<file path="config.mk">
export PLATFORM = sky130hd
export DESIGN_NAME = host_spi_master
export DESIGN_NICKNAME = d
export VERILOG_FILES = /design/src/rtl/host_spi_master.sv
export SDC_FILE = /design/constraint.sdc
export NUM_CORES = 1
export LEC_CHECK = 0
export ABC_AREA = 1
export CAP_MARGIN = 10
export CORE_ASPECT_RATIO = 0.7
export CORE_MARGIN = 8
export CORE_UTILIZATION = 54
export CTS_BUF_LIST = sky130_fd_sc_hd__clkbuf_4 sky130_fd_sc_hd__clkbuf_8 sky130_fd_sc_hd__clkbuf_16
export CTS_CLUSTER_SIZE = 40
export DETAILED_ROUTE_END_ITERATION = 10
export GPL_ROUTABILITY_DRIVEN = 0
export HOLD_SLACK_MARGIN = 0.06
export PLACE_DENSITY = 0.9
export SETUP_SLACK_MARGIN = 0.3
export SLEW_MARGIN = 30
export SYNTH_ARGS = -nofsm -noshare
export SYNTH_HDL_FRONTEND = slang
export SYNTH_SLANG_ARGS = --single-unit
</file>
<file path="constraint.sdc">
create_clock -name clk -period 2.1 [get_ports clk]
set_clock_uncertainty 0.05 [all_clocks]
set_input_delay 0.315 -clock clk [delete_from_list [all_inputs] [get_ports clk]]
set_output_delay 0.315 -clock clk [all_outputs]
set_load 0.02 [all_outputs]
</file>
<file path="src/rtl/host_spi_master.sv">
// host_spi_master: DW-bit SPI master with SCK divider, per-frame CPOL/CPHA, NCS chip selects and a CSN gap.
// Define HOST_SPI_LSB_FIRST_EN to shift frames LSB first; otherwise frames are shifted MSB first.
module host_spi_master #(
  parameter int DW       = 40,
  parameter int RX       = 18,
  parameter int CLK_DIV  = 2,
  parameter int NCS      = 1,
  parameter int GAP_HALF = 2,
  localparam int CSW     = (NCS > 1) ? $clog2(NCS) : 1
) (
  input  logic           clk,
  input  logic           rst_n,
  input  logic           spi_start,
  input  logic           spi_cpol,
  input  logic           spi_cpha,
  input  logic [CSW-1:0] spi_cs_sel,
  input  logic [DW-1:0]  spi_tx_data,
  output logic           spi_busy,
  output logic           spi_complete,
  output logic [RX-1:0]  spi_rx_data,
  output logic           spi_rx_valid,
  output logic           spi_sck,
  output logic [NCS-1:0] spi_csn,
  output logic           spi_mosi,
  input  logic           spi_miso
);
  localparam int CW   = $clog2(CLK_DIV) + 1;
  localparam int MAXT = (2 * DW > GAP_HALF) ? 2 * DW : GAP_HALF;
  localparam int TW   = $clog2(MAXT) + 1;
  typedef enum logic [2:0] {IDLE, SETUP, SHIFT, HOLD, GAP} state_e;
  state_e         state_q, state_d;
  logic [CW-1:0]  cnt_q, cnt_d;
  logic [TW-1:0]  half_q, half_d;
  logic           cpol_q, cpol_d, cpha_q, cpha_d, sck_q, sck_d, mosi_q, mosi_d, done_q, done_d;
  logic [NCS-1:0] csn_q, csn_d, sel_n;
  logic [DW-1:0]  tx_q, tx_d, tx_shift_in, tx_shift_q;
  logic           tx_head_in, tx_head_q;
  logic [RX-1:0]  rx_sh_q, rx_sh_d, rx_shift, rx_q, rx_d;
  logic           tick, lead, half_last, gap_last, accept, shift_tick, sample, launch, hold_end, done;

`ifdef HOST_SPI_LSB_FIRST_EN
  assign tx_head_in  = spi_tx_data[0];
  assign tx_shift_in = spi_tx_data >> 1;
  assign tx_head_q   = tx_q[0];
  assign tx_shift_q  = tx_q >> 1;
  assign rx_shift    = RX'({spi_miso, rx_sh_q} >> 1);
`else
  assign tx_head_in  = spi_tx_data[DW-1];
  assign tx_shift_in = spi_tx_data << 1;
  assign tx_head_q   = tx_q[DW-1];
  assign tx_shift_q  = tx_q << 1;
  assign rx_shift    = RX'({rx_sh_q, spi_miso});
`endif

  always_comb begin
    tick       = cnt_q == CW'(CLK_DIV - 1);
    lead       = ~half_q[0];
    half_last  = half_q == TW'(2 * DW - 1);
    gap_last   = half_q == TW'(GAP_HALF - 1);
    accept     = (state_q == IDLE) && spi_start;
    shift_tick = (state_q == SHIFT) && tick;
    sample     = shift_tick && (lead ^ cpha_q);
    launch     = shift_tick && (cpha_q ? lead : (!lead && !half_last));
    hold_end   = (state_q == HOLD) && tick;
    done       = (state_q == GAP) && tick && gap_last;
  end

  always_comb begin
    sel_n = '1;
    for (int i = 0; i < NCS; i++)
      if (spi_cs_sel == CSW'(i)) sel_n[i] = 1'b0;
  end

  always_ff @(posedge clk or negedge rst_n)
    if (!rst_n) state_q <= IDLE;
    else state_q <= state_d;

  always_comb begin
    state_d = state_q;
    unique case (state_q)
      IDLE:    state_d = spi_start ? SETUP : IDLE;
      SETUP:   state_d = tick ? SHIFT : SETUP;
      SHIFT:   state_d = (tick && half_last) ? HOLD : SHIFT;
      HOLD:    state_d = tick ? GAP : HOLD;
      GAP:     state_d = (tick && gap_last) ? IDLE : GAP;
      default: state_d = IDLE;
    endcase
  end

  always_comb begin
    cnt_d   = (state_q == IDLE || tick) ? '0 : cnt_q + CW'(1);
    half_d  = (state_d != state_q || state_q == IDLE) ? '0 : half_q + TW'(tick);
    cpol_d  = accept ? spi_cpol : cpol_q;
    cpha_d  = accept ? spi_cpha : cpha_q;
    sck_d   = accept ? spi_cpol : shift_tick ? (lead ? ~cpol_q : cpol_q) : sck_q;
    csn_d   = accept ? sel_n : hold_end ? '1 : csn_q;
    mosi_d  = accept ? (spi_cpha ? mosi_q : tx_head_in) : hold_end ? 1'b0 : launch ? tx_head_q : mosi_q;
    tx_d    = accept ? (spi_cpha ? spi_tx_data : tx_shift_in) : launch ? tx_shift_q : tx_q;
    rx_sh_d = accept ? '0 : sample ? rx_shift : rx_sh_q;
    rx_d    = done ? rx_sh_q : rx_q;
    done_d  = done;
  end

  always_ff @(posedge clk or negedge rst_n)
    if (!rst_n) begin
      cnt_q   <= '0;
      half_q  <= '0;
      cpol_q  <= 1'b0;
      cpha_q  <= 1'b0;
      sck_q   <= 1'b0;
      csn_q   <= '1;
      mosi_q  <= 1'b0;
      tx_q    <= '0;
      rx_sh_q <= '0;
      rx_q    <= '0;
      done_q  <= 1'b0;
    end else begin
      cnt_q   <= cnt_d;
      half_q  <= half_d;
      cpol_q  <= cpol_d;
      cpha_q  <= cpha_d;
      sck_q   <= sck_d;
      csn_q   <= csn_d;
      mosi_q  <= mosi_d;
      tx_q    <= tx_d;
      rx_sh_q <= rx_sh_d;
      rx_q    <= rx_d;
      done_q  <= done_d;
    end

  assign spi_busy     = state_q != IDLE;
  assign spi_complete = done_q;
  assign spi_rx_valid = done_q;
  assign spi_rx_data  = rx_q;
  assign spi_sck      = sck_q;
  assign spi_csn      = csn_q;
  assign spi_mosi     = mosi_q;
endmodule
</file>
==> reports/metrics.cfg <==
[grt]
grt_pass1_wl_um = 17700
track_usage = 0.177
grt_max_degree = 80
grt_overflow = 0
grt_antenna_before_repair = 0
grt_pass1_vias = 3824

[timing]
fin_crit_sh = 0.810
final-max-slew-violation-count = 0
setup_viol = 0
setup-tns-final_ns = 0
hold_violations = 0
rsz0062_at_grt = yes
relSlewSlack = 0.706
max_freq_mhz = 588
fin_crit_ns = 1.70
max_slew.worst_pin.slew_ns = 0.437

[clock_network]
cts_buffer_depth = 2
htreeDepth = 3
cts_tree = built
clkSinkCount = 95
insertion_delay_ns = 0.33
cts_made_buffers = 9
cts.root.buffer_cell = clkbuf_16
clk_pin_slew_ns = 0.07

[floorplanning]
dieArea_um2 = 12200
die_w_um = 129
fp-row-count = 28
start_util = 0.561
ios = 71
coreArea_um2 = 8550
die_h_um = 94.9

[route]
drt-pass1-iter-count = 5
wl_per_cell_um = 13.5
vias_per_cell = 5.08
drt-total-wl_um = 10600
final_antenna_net_count = 0
first_iter_violations = 300
vias = 4011
drc = 0

[power_and_ir_drop]
cellPowerDensity_nw_per_um2 = 603
leakage_uw = 0.00285
irDropWorstVdd_mv = 0.572

[worst_setup_path]
r2r_slack_ns = 0.40
reg2regPathDepth = 9
rr_endpoint = half_q[6]
crit_type = flip-flop to flip-flop
cp_max_fo = 10
crit_arrival_ns = 1.92
start_kind = flip-flop
rr_startpoint = cnt_q[1]
cp.required_ns = 2.32
cp-startpoint = cnt_q[1]
end_kind = flip-flop

[cells_and_area]
antenna_cells = 0
drive_gt1_frac = 0.0688
fin_cells = 789
layout.nets = 714
final_util = 0.698
area_growth_pct = 24.3
stdcell_area_um2 = 5970

[logic_synthesis]
netlist_area_um2 = 4800
postSynthRegisterBits = 95
yosys_warnings = 0
synth_nets = 655
syn_avg_cell_area_um2 = 7.93
ys_types = 29
ys_seq_area_frac = 0.496
synth_cells = 605

[placement]
dpl.hpwl_um = 7300
dp_cells = 771
postPlaceCellArea_um2 = 5610
port_buffers = 70

[hold_path]
hp-class = input port to asynchronous set/reset pin

[outcome]
outcome = finished, final reports clean

[job]
max_cap_violations = 0

critical path, stage by stage (launching register included):
cell	delay, ns
dfrtp_1	0.36
inv_1	0.09
ha_4	0.19
ha_1	0.18
ha_1	0.19
inv_1	0.07
nor3_2	0.18
nand2_1	0.08
xor2_1	0.14
nor2_1	0.10
worst max path at each step:
stage / to / slack, ns / cells past startpoint
3_5_place_dp: half_q[6] / 0.19 / 9
4_1_cts: spi_busy / 0.28 / 3
2_1_floorplan: tx_q[10] / 0.56 / 9
6_report: half_q[6] / 0.40 / 9
5_1_grt: half_q[6] / 0.24 / 9
3_3_place_gp: half_q[6] / 0.28 / 9
cell usage after synthesis:
| library cell | n | share of area |
|---|---|---|
| buf_4 | 3 | 0.0047 |
| nor2_1 | 14 | 0.011 |
| nand4_1 | 3 | 0.0039 |
| buf_2 | 18 | 0.019 |
| o21ai_1 | 14 | 0.015 |
| ha_1 | 3 | 0.0078 |
| dfrtp_1 | 94 | 0.49 |
| o22ai_1 | 9 | 0.012 |
| clkbuf_1 | 12 | 0.0094 |
| inv_1 | 113 | 0.088 |
| clkbuf_2 | 1 | 0.0010 |
| buf_6 | 1 | 0.0023 |
| nand2_1 | 138 | 0.11 |
| nor2_2 | 3 | 0.0039 |
| buf_8 | 1 | 0.0031 |
| nor4_2 | 1 | 0.0026 |
| nand3_2 | 1 | 0.0021 |
| o211ai_1 | 37 | 0.058 |
| inv_2 | 2 | 0.0016 |
| nand2_4 | 1 | 0.0023 |
| o22a_1 | 1 | 0.0018 |
| o21ai_0 | 94 | 0.098 |
| dfstp_2 | 1 | 0.0055 |
| xnor2_1 | 3 | 0.0055 |
| o31ai_1 | 4 | 0.0063 |
| nor3_1 | 3 | 0.0031 |
| nand3_1 | 25 | 0.026 |
| xor2_1 | 4 | 0.0073 |
| nand2_2 | 1 | 0.0013 |
cells by family (layout without fill, tap and decap cells):
family	count (synthesis)	in the layout	share of synthesized area
and+or+nand+nor	190	190	0.164
AOI/OAI and AO/OA	159	159	0.190
buffers and inverters	151	215	0.129
DFF	95	95	0.496
xor gates and xnor gates	7	7	0.0128
adders and majority gates	3	3	0.00782
through the flow:
step	power (uW)	setup WS [ns]	hold WS, ns
floorplan	1940	0.557	-0.0306
global placement	2090	0.278	0.156
detailed placement	2090	0.189	0.160
CTS	3640	0.276	0.348
global route	3730	0.240	0.366
finish	3600	0.400	0.348
layout make-up:
| class | count | area (um^2) |
|---|---|---|
| Clock buffer | 11 | 240 |
| Timing Repair Buffer | 84 | 882 |
| Tap cell | 120 | 150 |
| Fill cell | 689 | 2580 |
| Sequential cell | 95 | 2380 |
| Clock inverter | 5 | 42.5 |
| Inverter | 115 | 434 |
| Multi-Input combinational cell | 359 | 1840 |
power by group:
group	total (uW)	switching, uW	internal, uW	leakage [uW]
combinational	213	108	105	0.00162
sequential	1840	4.34	1840	0.00110
clock	1540	697	842	0.000131
total	3600	810	2790	0.00285
routing by layer:
layer / vias up / GRT usage / routed length (um)
met1: 1856 / 0.226 / 4830
met4: 0 / 0.0594 / 153
met5: - / 0 / 0
met3: 13 / 0.0433 / 476
met2: 91 / 0.291 / 5160
li1: 2051 / - / -
flip-flops by register name, summed over array words and instances (netlist names):
register and cells:
cnt_q 2, cpha_q 1, cpol_q 1, half_q 8
rx_sh_q 18, spi_complete 1, spi_csn 1, spi_mosi 1
spi_rx_data 18, spi_sck 1, state_q 3, tx_q 40
what timing repair did:
item,4_1_cts,5_1_grt
endpoints found under the hold margin,18,0
buffers inserted,0,0
pin swaps,0,0
hold buffers,1,0
cloned,0,1
endpoints found under the setup margin,15,23
gates resized for setup,4,9
placed cells by master (no fill, tap or decap):
cell / instances
nand2_1: 138
inv_1: 113
o21ai_0: 94
dfrtp_1: 94
clkdlybuf4s50_1: 66
o211ai_1: 37
nand3_1: 24
o21ai_1: 14
nor2_1: 13
clkbuf_16: 10
o22ai_1: 9
buf_4: 8
xor2_1: 4
o31ai_1: 4
buf_12: 4
nor2_2: 3
xnor2_1: 3
nand4_1: 3
clkinvlp_4: 3
nand3_2: 2
nor3_1: 2
ha_1: 2
clkbuf_4: 2
nor2_4: 1
inv_2: 1
nor3_2: 1
nor4_4: 1
inv_4: 1
nand2_2: 1
nand2_4: 1
o22a_1: 1
ha_4: 1
inv_8: 1
inv_6: 1
dlygate4sd3_1: 1
buf_2: 1
clkbuf_2: 1
dlygate4sd2_1: 1
buf_16: 1
dfstp_2: 1
Note: power is estimated with default switching activity, not from simulation.
